File: src/rtl/alu_cmd_issuer.sv
// alu_cmd_issuer: queues ALU commands, drives them one at a time into a combinational ALU, returns results in order (stats counters under ALU_CMD_STATS_EN).
// Latency: command accepted at edge E0 with an idle FSM gives rspValid after E2; steady state is one response per 2 cycles.
// Backpressure: cmdReady drops while the FIFO is full; a stalled response holds every rsp output stable.

module alu_cmd_fifo #(
  parameter int WIDTH = 8,
  parameter int DEPTH = 4
) (
  input  logic             clk,
  input  logic             rst,
  input  logic             pushEn,
  input  logic [WIDTH-1:0] pushData,
  input  logic             popEn,
  output logic             full,
  output logic             empty,
  output logic [WIDTH-1:0] headData
);
  localparam int AW = $clog2(DEPTH);
  localparam logic [AW:0] PTR_ONE = {{AW{1'b0}}, 1'b1};

  logic [WIDTH-1:0] mem [DEPTH];
  logic [AW:0]      wrPtr;
  logic [AW:0]      rdPtr;

  // Extra pointer MSB distinguishes full from empty when the indices match.
  assign full     = (wrPtr[AW] != rdPtr[AW]) && (wrPtr[AW-1:0] == rdPtr[AW-1:0]);
  assign empty    = (wrPtr == rdPtr);
  assign headData = mem[rdPtr[AW-1:0]];

  always_ff @(posedge clk) begin
    if (pushEn && !full) begin
      mem[wrPtr[AW-1:0]] <= pushData;
    end
  end

  always_ff @(posedge clk) begin
    if (rst) begin
      wrPtr <= '0;
      rdPtr <= '0;
    end else begin
      if (pushEn && !full) begin
        wrPtr <= wrPtr + PTR_ONE;
      end
      if (popEn && !empty) begin
        rdPtr <= rdPtr + PTR_ONE;
      end
    end
  end
endmodule

module alu_cmd_issuer #(
  parameter int WIDTH = 32,
  parameter int DEPTH = 4
) (
  input  logic             clk,
  input  logic             rst,
  input  logic             cmdValid,
  output logic             cmdReady,
  input  logic [WIDTH-1:0] cmdA,
  input  logic [WIDTH-1:0] cmdB,
  input  logic [3:0]       cmdOp,
  output logic [WIDTH-1:0] operandA,
  output logic [WIDTH-1:0] operandB,
  output logic [3:0]       aluOp,
  input  logic [WIDTH-1:0] result,
  input  logic             zeroFlag,
  input  logic             carryOut,
  output logic             rspValid,
  input  logic             rspReady,
  output logic [WIDTH-1:0] rspResult,
  output logic             rspZero,
  output logic             rspCarry,
  output logic [3:0]       rspOp,
  output logic             rspIllegal
`ifdef ALU_CMD_STATS_EN
  ,
  output logic [15:0]      statDone,
  output logic [7:0]       statIllegal
`endif
);
  typedef struct packed {
    logic [3:0]       op;
    logic [WIDTH-1:0] b;
    logic [WIDTH-1:0] a;
  } cmd_t;

  localparam int CW = $bits(cmd_t);

  typedef enum logic [1:0] {IDLE, EXEC, RESP} state_t;

  state_t          state;
  cmd_t            cmdIn;
  cmd_t            headCmd;
  logic [CW-1:0]   headBits;
  logic            fifoFull;
  logic            fifoEmpty;
  logic            cmdPush;
  logic            rspFire;
  logic            popEn;

  assign cmdReady = !fifoFull && !rst;
  assign cmdPush  = cmdValid && cmdReady;
  assign cmdIn    = '{op: cmdOp, b: cmdB, a: cmdA};
  assign headCmd  = headBits;
  assign rspFire  = rspValid && rspReady;
  // A pop happens from IDLE, or in the same edge as a response handshake.
  assign popEn    = !fifoEmpty && ((state == IDLE) || ((state == RESP) && rspFire));

  alu_cmd_fifo #(
    .WIDTH (CW),
    .DEPTH (DEPTH)
  ) u_fifo (
    .clk      (clk),
    .rst      (rst),
    .pushEn   (cmdPush),
    .pushData (cmdIn),
    .popEn    (popEn),
    .full     (fifoFull),
    .empty    (fifoEmpty),
    .headData (headBits)
  );

  always_ff @(posedge clk) begin
    if (rst) begin
      state      <= IDLE;
      operandA   <= '0;
      operandB   <= '0;
      aluOp      <= '0;
      rspValid   <= 1'b0;
      rspResult  <= '0;
      rspZero    <= 1'b0;
      rspCarry   <= 1'b0;
      rspOp      <= '0;
      rspIllegal <= 1'b0;
    end else begin
      case (state)
        IDLE: begin
          if (popEn) begin
            operandA <= headCmd.a;
            operandB <= headCmd.b;
            aluOp    <= headCmd.op;
            state    <= EXEC;
          end
        end
        EXEC: begin
          // aluOp still holds the issued opcode, so it doubles as the op/illegal latch.
          rspValid   <= 1'b1;
          rspOp      <= aluOp;
          rspIllegal <= aluOp[3];
          if (aluOp[3]) begin
            rspResult <= '0;
            rspZero   <= 1'b0;
            rspCarry  <= 1'b0;
          end else begin
            rspResult <= result;
            rspZero   <= zeroFlag;
            rspCarry  <= carryOut;
          end
          state <= RESP;
        end
        RESP: begin
          if (rspFire) begin
            rspValid <= 1'b0;
            if (popEn) begin
              operandA <= headCmd.a;
              operandB <= headCmd.b;
              aluOp    <= headCmd.op;
              state    <= EXEC;
            end else begin
              state <= IDLE;
            end
          end
        end
        default: state <= IDLE;
      endcase
    end
  end

`ifdef ALU_CMD_STATS_EN
  always_ff @(posedge clk) begin
    if (rst) begin
      statDone    <= '0;
      statIllegal <= '0;
    end else if (rspFire) begin
      statDone <= statDone + 16'd1;
      if (rspIllegal && (statIllegal != 8'hFF)) begin
        statIllegal <= statIllegal + 8'd1;
      end
    end
  end
`endif
endmodule

File: config.mk
export PLATFORM = sky130hd
export DESIGN_NAME = alu_cmd_issuer
export DESIGN_NICKNAME = d
export VERILOG_FILES = /design/src/rtl/alu_cmd_issuer.sv
export SDC_FILE = /design/constraint.sdc
export NUM_CORES = 1
export LEC_CHECK = 0
export ABC_AREA = 1
export CAP_MARGIN = 15
export CORE_MARGIN = 2
export CORE_UTILIZATION = 40
export CTS_CLUSTER_DIAMETER = 50
export CTS_CLUSTER_SIZE = 24
export DETAILED_ROUTE_END_ITERATION = 12
export PLACE_DENSITY = 0.61
export REMOVE_ABC_BUFFERS = 1
export SYNTH_ARGS = -nofsm -noshare
export SYNTH_HDL_FRONTEND = slang
export SYNTH_HIERARCHICAL = 1
export SYNTH_SLANG_ARGS = --single-unit
File: constraint.sdc
create_clock -name clk -period 4.98 [get_ports clk]
set_input_delay 0.996 -clock clk [delete_from_list [all_inputs] [get_ports clk]]
set_output_delay 0.996 -clock clk [all_outputs]
set_load 0.01 [all_outputs]
==> results.sh, run 1 <==
export IMPL_dp_hpwl_microns=19900
export IMPL_crit_fanout=41
export IMPL_met3_length_microns=2400
export IMPL_fp_dieW_microns=198
export IMPL_drtIter0Drc=589
export IMPL_synthXorXnorAreaFrac_pct=0
export IMPL_grt_pass1_wl_microns=53900
export IMPL_cp_end_kind="output port"
export IMPL_grt_max_degree=137
export IMPL_timing_worst_setup_path_type="in2out"
export IMPL_detail_route_wl_per_cell_microns=17.2
export IMPL_die_area_sq_um=39100
export IMPL_antenna_found_initial=4
export IMPL_avgSynthCellArea_sq_um=11.1
export IMPL_synth_seq_area_share_pct=70.0
export IMPL_cts_buffer_depth=3
export IMPL_max_cap_viol_count=0
export IMPL_yosysTopAreaCellShare_pct=54.4
export IMPL_cp_slowest_cell="clkdlybuf4s50_1"
export IMPL_yosys_area_share_simple_pct=12.3
export IMPL_remaining_drc_errors=0
export IMPL_port_buffers=214
export IMPL_setup_tns_final_ns=0
export IMPL_cts_buffers=38
export IMPL_dr_wl_met2_microns=16400
export IMPL_async_flop_share_pct=0
export IMPL_setup_viol=0
export IMPL_layout_drive_gt1_share_pct=6.48
export IMPL_dr_max_layer_used="met4"
export IMPL_post_cts_buffers=0
export IMPL_syn_area_sq_um=15000
export IMPL_postCtsHoldBufs=0
export IMPL_cts_sinks=389
export IMPL_crit_arrival_ns=2.45
export IMPL_drt_met1_wl_microns=15400
export IMPL_fp_dieH_microns=198
export IMPL_yosysWarnings=6
export IMPL_rr_worst_depth=9
export IMPL_place_ws_ns=1.05
export IMPL_place_congestion=0.744
export IMPL_grtUsageTotal_pct=17.5
export IMPL_holdCritStartpoint="rspResult[15]"
export IMPL_max_freq_mhz=290
export IMPL_maxSlewViolCount=0
export IMPL_vias_per_cell=5.05
export IMPL_path_cells="clkdlybuf4s50_1, buf_4, nor2_1, clkdlybuf4s50_1"
export IMPL_cts_root_buffer="clkbuf_16"
export IMPL_area_growth_pct=24.6
export IMPL_p_leak_nw=6.81
export IMPL_yosysMostFrequentCell="edfxtp_1"
export IMPL_path_clk_slew_ns=0.07
export IMPL_nets=1639
export IMPL_fp_row_count=70
export IMPL_clkLatencyLatePin_ns=0.53
export IMPL_required_ns=3.98
export IMPL_grt_pass1_vias=9822
export IMPL_vias=10300
export IMPL_clock_skew_final_ns=0.0165
export IMPL_post_cts_resize_count=0
export IMPL_synth_main_ff_cell="edfxtp_1"
export IMPL_overflow=0
export IMPL_r2r_start="u_fifo/wrPtr[1]"
export IMPL_synth_area_leader_cell="edfxtp_1"
export IMPL_holdPathStages=2
export IMPL_synth_top_family_by_area="simple AND/OR/NAND/NOR gates"
export IMPL_critical_path_max_stage_delay_ns=0.49
export IMPL_outcome="finished clean"
export IMPL_hold_violations=0
export IMPL_fin_crit_sh_pct=69.3
export IMPL_min_period_ns=3.45
export IMPL_r2r_setup_slack_ns=1.70
export IMPL_ys_ff_latch=389
export IMPL_tightest_slew_ns=0.952
export IMPL_yosys_top_cells_area="edfxtp_1 54%, dfxtp_1 16%, nor2_1 5.8%"
export IMPL_muxShareOfSynthArea_pct=0
export IMPL_netlist_top_cells_count="272 x edfxtp_1, 233 x nor2_1, 143 x nand2_1"
export IMPL_peakVddDrop_mv=0.510
export IMPL_synth_compound_area_share_pct=11.3
export IMPL_synth_edf_count=272
export IMPL_drt_pass1_iterations=5
export IMPL_htree_levels=2
export IMPL_cpMostUsedCell="clkdlybuf4s50_1"
export IMPL_initial_core_util_pct=40.8
export IMPL_post_route_worst_setup_slack_ns=1.53
export IMPL_startpoint_type="input pin"
export IMPL_min_path_type="reg2reg"
export IMPL_synthDistinctLibCells=28
export IMPL_pin_count=215
export IMPL_crit_path_start="rst"
export IMPL_rsz0062_at_grt="no"
export IMPL_synth_fa_ha_area_share_pct=0.417
export IMPL_core_area_sq_um=36800
export IMPL_wirelength_microns=34800
export IMPL_ant_nets=0
export IMPL_maxSlewHeadroom_pct=36.5
export IMPL_syn_inst=1353
export IMPL_cts_tree="yes"
export IMPL_pwr_density_cell_nw_per_um2=571
-- cells by family (layout without fill, tap and decap cells) --
group,Yosys count,after routing
simple gates,457,457
flops,389,389
compound gates,318,318
buf+inv,184,389
fa+ha+maj,5,5
other cells,0,4
-- path summary, 6_finish.rpt --
check                                         end
worst max-delay path                     cmdReady
worst min-delay path                rspResult[15]
worst max register to register  u_fifo/mem[1][60]
worst min register to register      rspResult[15]
-- metal layers --
layer	vias to the layer above	track usage, %
met5	-	0
met2	298	29.1
met3	47	3.76
met4	0	4.73
li1	5041	-
met1	4868	23.3
-- critical path: cells and delay by family --
family,cells,cell delay (ns)
simple gates,1,0.09
buf+inv,3,1.36
-- cell usage in the layout (no fill, tap or decap), types with 5 or more instances in the layout --
master and instances:
buf_4 10, o22ai_1 68, clkinv_2 7, o21ai_1 5, a22oi_1 9, nand3_1 72, clkdlybuf4s50_1 214, nor2_1 230
dfxtp_1 115, edfxtp_1 272, a21oi_1 100, clkbuf_16 41, inv_6 10, ha_1 5, inv_1 83, inv_8 5
nand2_1 143, o21ai_0 135
-- state kept, by name, summed over array words and instances, names as in the netlist, 2 cells and up, named ones only --
| signal | flops |
|---|---|
| operandB | 32 |
| u_fifo/wrPtr | 3 |
| state | 2 |
| aluOp | 4 |
| rspOp | 4 |
| operandA | 32 |
| rspResult | 32 |
| u_fifo/rdPtr | 3 |
| u_fifo/mem | 272 |
-- report_power, final --
part           internal, W  total [W]  switching, W
Combinational      0.00144    0.00353       0.00210
Sequential         0.00389    0.00418      0.000292
Clock              0.00165    0.00297       0.00132
Total              0.00698     0.0107       0.00371
-- stage by stage --
stage                     util (%)  cell area [sq um]  power, W  hold slack [ns]  cells
after CTS                     50.8              18700    0.0108            0.465   2026
after floorplan                  -              14500   0.00628            0.484   1260
after global routing          50.8              18700    0.0114            0.482   2027
after global placement        47.3              17400   0.00779            0.451   1956
after detailed placement      47.3              17400   0.00784            0.454   1956
final                         50.9              18700    0.0107            0.463   2030
-- area by class of cell --
class,count,area (sq um)
repair buffers,228,2300
clock inverters,25,250
flip-flops and latches,389,10500
multi-input cells,780,3640
inverters,91,352
fillers,3311,18100
well taps,468,586
diodes,4,10.0
clock buffers,45,1060
Power figures use the tool's default switching activity.
==> run 2, diff against run 1 <==
==> constraint.sdc (replaced) <==
create_clock -name clk -period 3.1 [get_ports clk]
set_input_delay 0.62 -clock clk [delete_from_list [all_inputs] [get_ports clk]]
set_output_delay 0.62 -clock clk [all_outputs]
set_load 0.01 [all_outputs]
==> results.sh, run 2 (synthesized netlist as in run 1, its figures left out) <==
export IMPL_cts_buffer_depth=3
export IMPL_crit_fanout=7
export IMPL_pin_count=215
export IMPL_max_freq_mhz=367
export IMPL_min_path_type="reg2reg"
export IMPL_setup_viol=0
export IMPL_ant_nets=0
export IMPL_cts_root_buffer="clkbuf_16"
export IMPL_hold_path_end="rspResult[12]"
export IMPL_tightest_slew_ns=0.782
export IMPL_max_cap_viol_count=0
export IMPL_p_leak_nw=6.87
export IMPL_vias=10300
export IMPL_fp_dieH_microns=198
export IMPL_fin_cells=2036
export IMPL_pwr_share_clk_pct=27.3
export IMPL_switching_share_pct=34.8
export IMPL_outcome="finished clean"
export IMPL_rr_worst_depth=10
export IMPL_crit_arrival_ns=2.10
export IMPL_dp_hpwl_microns=20100
export IMPL_timing_worst_setup_path_type="reg2out"
export IMPL_remaining_drc_errors=0
export IMPL_detail_route_wl_per_cell_microns=17.1
export IMPL_maxSlewHeadroom_pct=47.7
export IMPL_antenna_found_initial=0
export IMPL_r2r_start="u_fifo/wrPtr[0]"
export IMPL_maxSlewViolCount=0
export IMPL_rsz0062_at_grt="no"
export IMPL_initial_core_util_pct=40.8
export IMPL_drt_pass1_iterations=4
export IMPL_grt_max_degree=137
export IMPL_pwr_density_cell_nw_per_um2=914
export IMPL_fp_row_count=70
export IMPL_final_area_sq_um=18800
export IMPL_path_clk_slew_ns=0.06
export IMPL_clkLatencyLatePin_ns=0.56
export IMPL_grt_pass1_vias=9680
export IMPL_clock_skew_final_ns=0.0264
export IMPL_holdPathStages=2
export IMPL_cp_end_kind="output port"
export IMPL_startpoint_type="register"
export IMPL_htree_levels=2
export IMPL_min_period_ns=2.72
export IMPL_fin_crit_sh_pct=87.9
export IMPL_largest_reg_flops=272
export IMPL_dpl_cell_count=1965
export IMPL_p_comb_share_pct=34.1
export IMPL_layout_common_cells="272 x edfxtp_1, 230 x nor2_1, 214 x clkdlybuf4s50_1"
export IMPL_cts_buffers=39
export IMPL_grt_pass1_wl_microns=53600
export IMPL_port_buffers=214
export IMPL_holdCritStartpoint="rspResult[12]"
export IMPL_r2r_end="u_fifo/mem[1][59]"
export IMPL_layout_commonest_cell="edfxtp_1"
export IMPL_wirelength_microns=34900
export IMPL_cts_sinks=389
export IMPL_pwr_share_seq_pct=38.6
export IMPL_power_internal_w=0.0112
export IMPL_p_switching_w=0.00599
export IMPL_grtUsageTotal_pct=17.6
export IMPL_area_growth_pct=25.4
export IMPL_antenna_cells=0
export IMPL_layout_drive_gt1_share_pct=6.89
export IMPL_core_area_sq_um=36800
export IMPL_hold_violations=0
export IMPL_die_area_sq_um=39100
export IMPL_drtIter0Drc=554
export IMPL_required_ns=2.48
export IMPL_postCtsHoldBufs=0
export IMPL_fp_dieW_microns=198
export IMPL_finalCoreUtilization_pct=51.2
export IMPL_nets=1649
export IMPL_post_cts_buffers=0
export IMPL_setup_tns_final_ns=0
export IMPL_r2r_setup_slack_ns=0.56
export IMPL_overflow=0
export IMPL_post_cts_resize_count=0
export IMPL_peakVddDrop_mv=0.574
export IMPL_vias_per_cell=5.05
export IMPL_cts_tree="yes"
export IMPL_place_area_sq_um=17500
export IMPL_place_congestion=0.698
run 2: how the worst max path moves through the flow:
stage	startpoint	cells past startpoint	endpoint	slack [ns]
floorplan	u_fifo/wrPtr[0]	8	u_fifo/mem[0][0]	-1.60
global placement	rst	6	u_fifo/mem[1][45]	0.32
detailed placement	rst	6	u_fifo/mem[1][45]	0.35
CTS	u_fifo/wrPtr[1]	7	cmdReady	0.33
global route	u_fifo/wrPtr[0]	7	cmdReady	0.22
finish	u_fifo/wrPtr[0]	7	cmdReady	0.38
run 2: layout make-up:
| class | count | area (sq um) |
|---|---|---|
| sequential | 389 | 10500 |
| fill | 3246 | 17900 |
| multi-input combinational | 780 | 3640 |
| timing repair buffer | 237 | 2450 |
| tap | 468 | 586 |
| inverter | 91 | 352 |
| clock inverter | 26 | 235 |
| clock buffer | 45 | 1060 |
run 2: through the flow:
step                      power, W  hold slack, ns  worst slack (ns)
after CTS                   0.0175           0.465             0.334
after global placement      0.0126           0.451             0.316
after detailed placement    0.0127           0.456             0.354
after floorplan             0.0101           0.484             -1.60
after global routing        0.0184           0.482             0.216
final                       0.0172           0.463             0.376
run 2: layer usage:
metal / GRT usage [%] / wire (microns) / vias to the layer above
met1: 23.7 / 15800 / 4927
met3: 4.58 / 2390 / 42
met5: 0 / 0 / -
li1: - / - / 5065
met4: 4.51 / 548 / 0
met2: 28.4 / 16100 / 251
run 2: critical path: stages (launching register included):
cell and delay (ns):
dfxtp_1 0.44, inv_2 0.08, nand2_1 0.07, nand2_1 0.08
nand3_2 0.15, inv_1 0.11, nor2_1 0.09, clkdlybuf4s50_1 0.54
run 2: power groups by stage:
stage / sequential, W / clock, W / combinational [W]
floorplan: 0.00712 / 0 / 0.00298
global placement: 0.00677 / 0 / 0.00587
detailed placement: 0.00677 / 0 / 0.00592
CTS: 0.00667 / 0.00484 / 0.00594
global route: 0.00673 / 0.00503 / 0.00659
finish: 0.00665 / 0.00470 / 0.00588
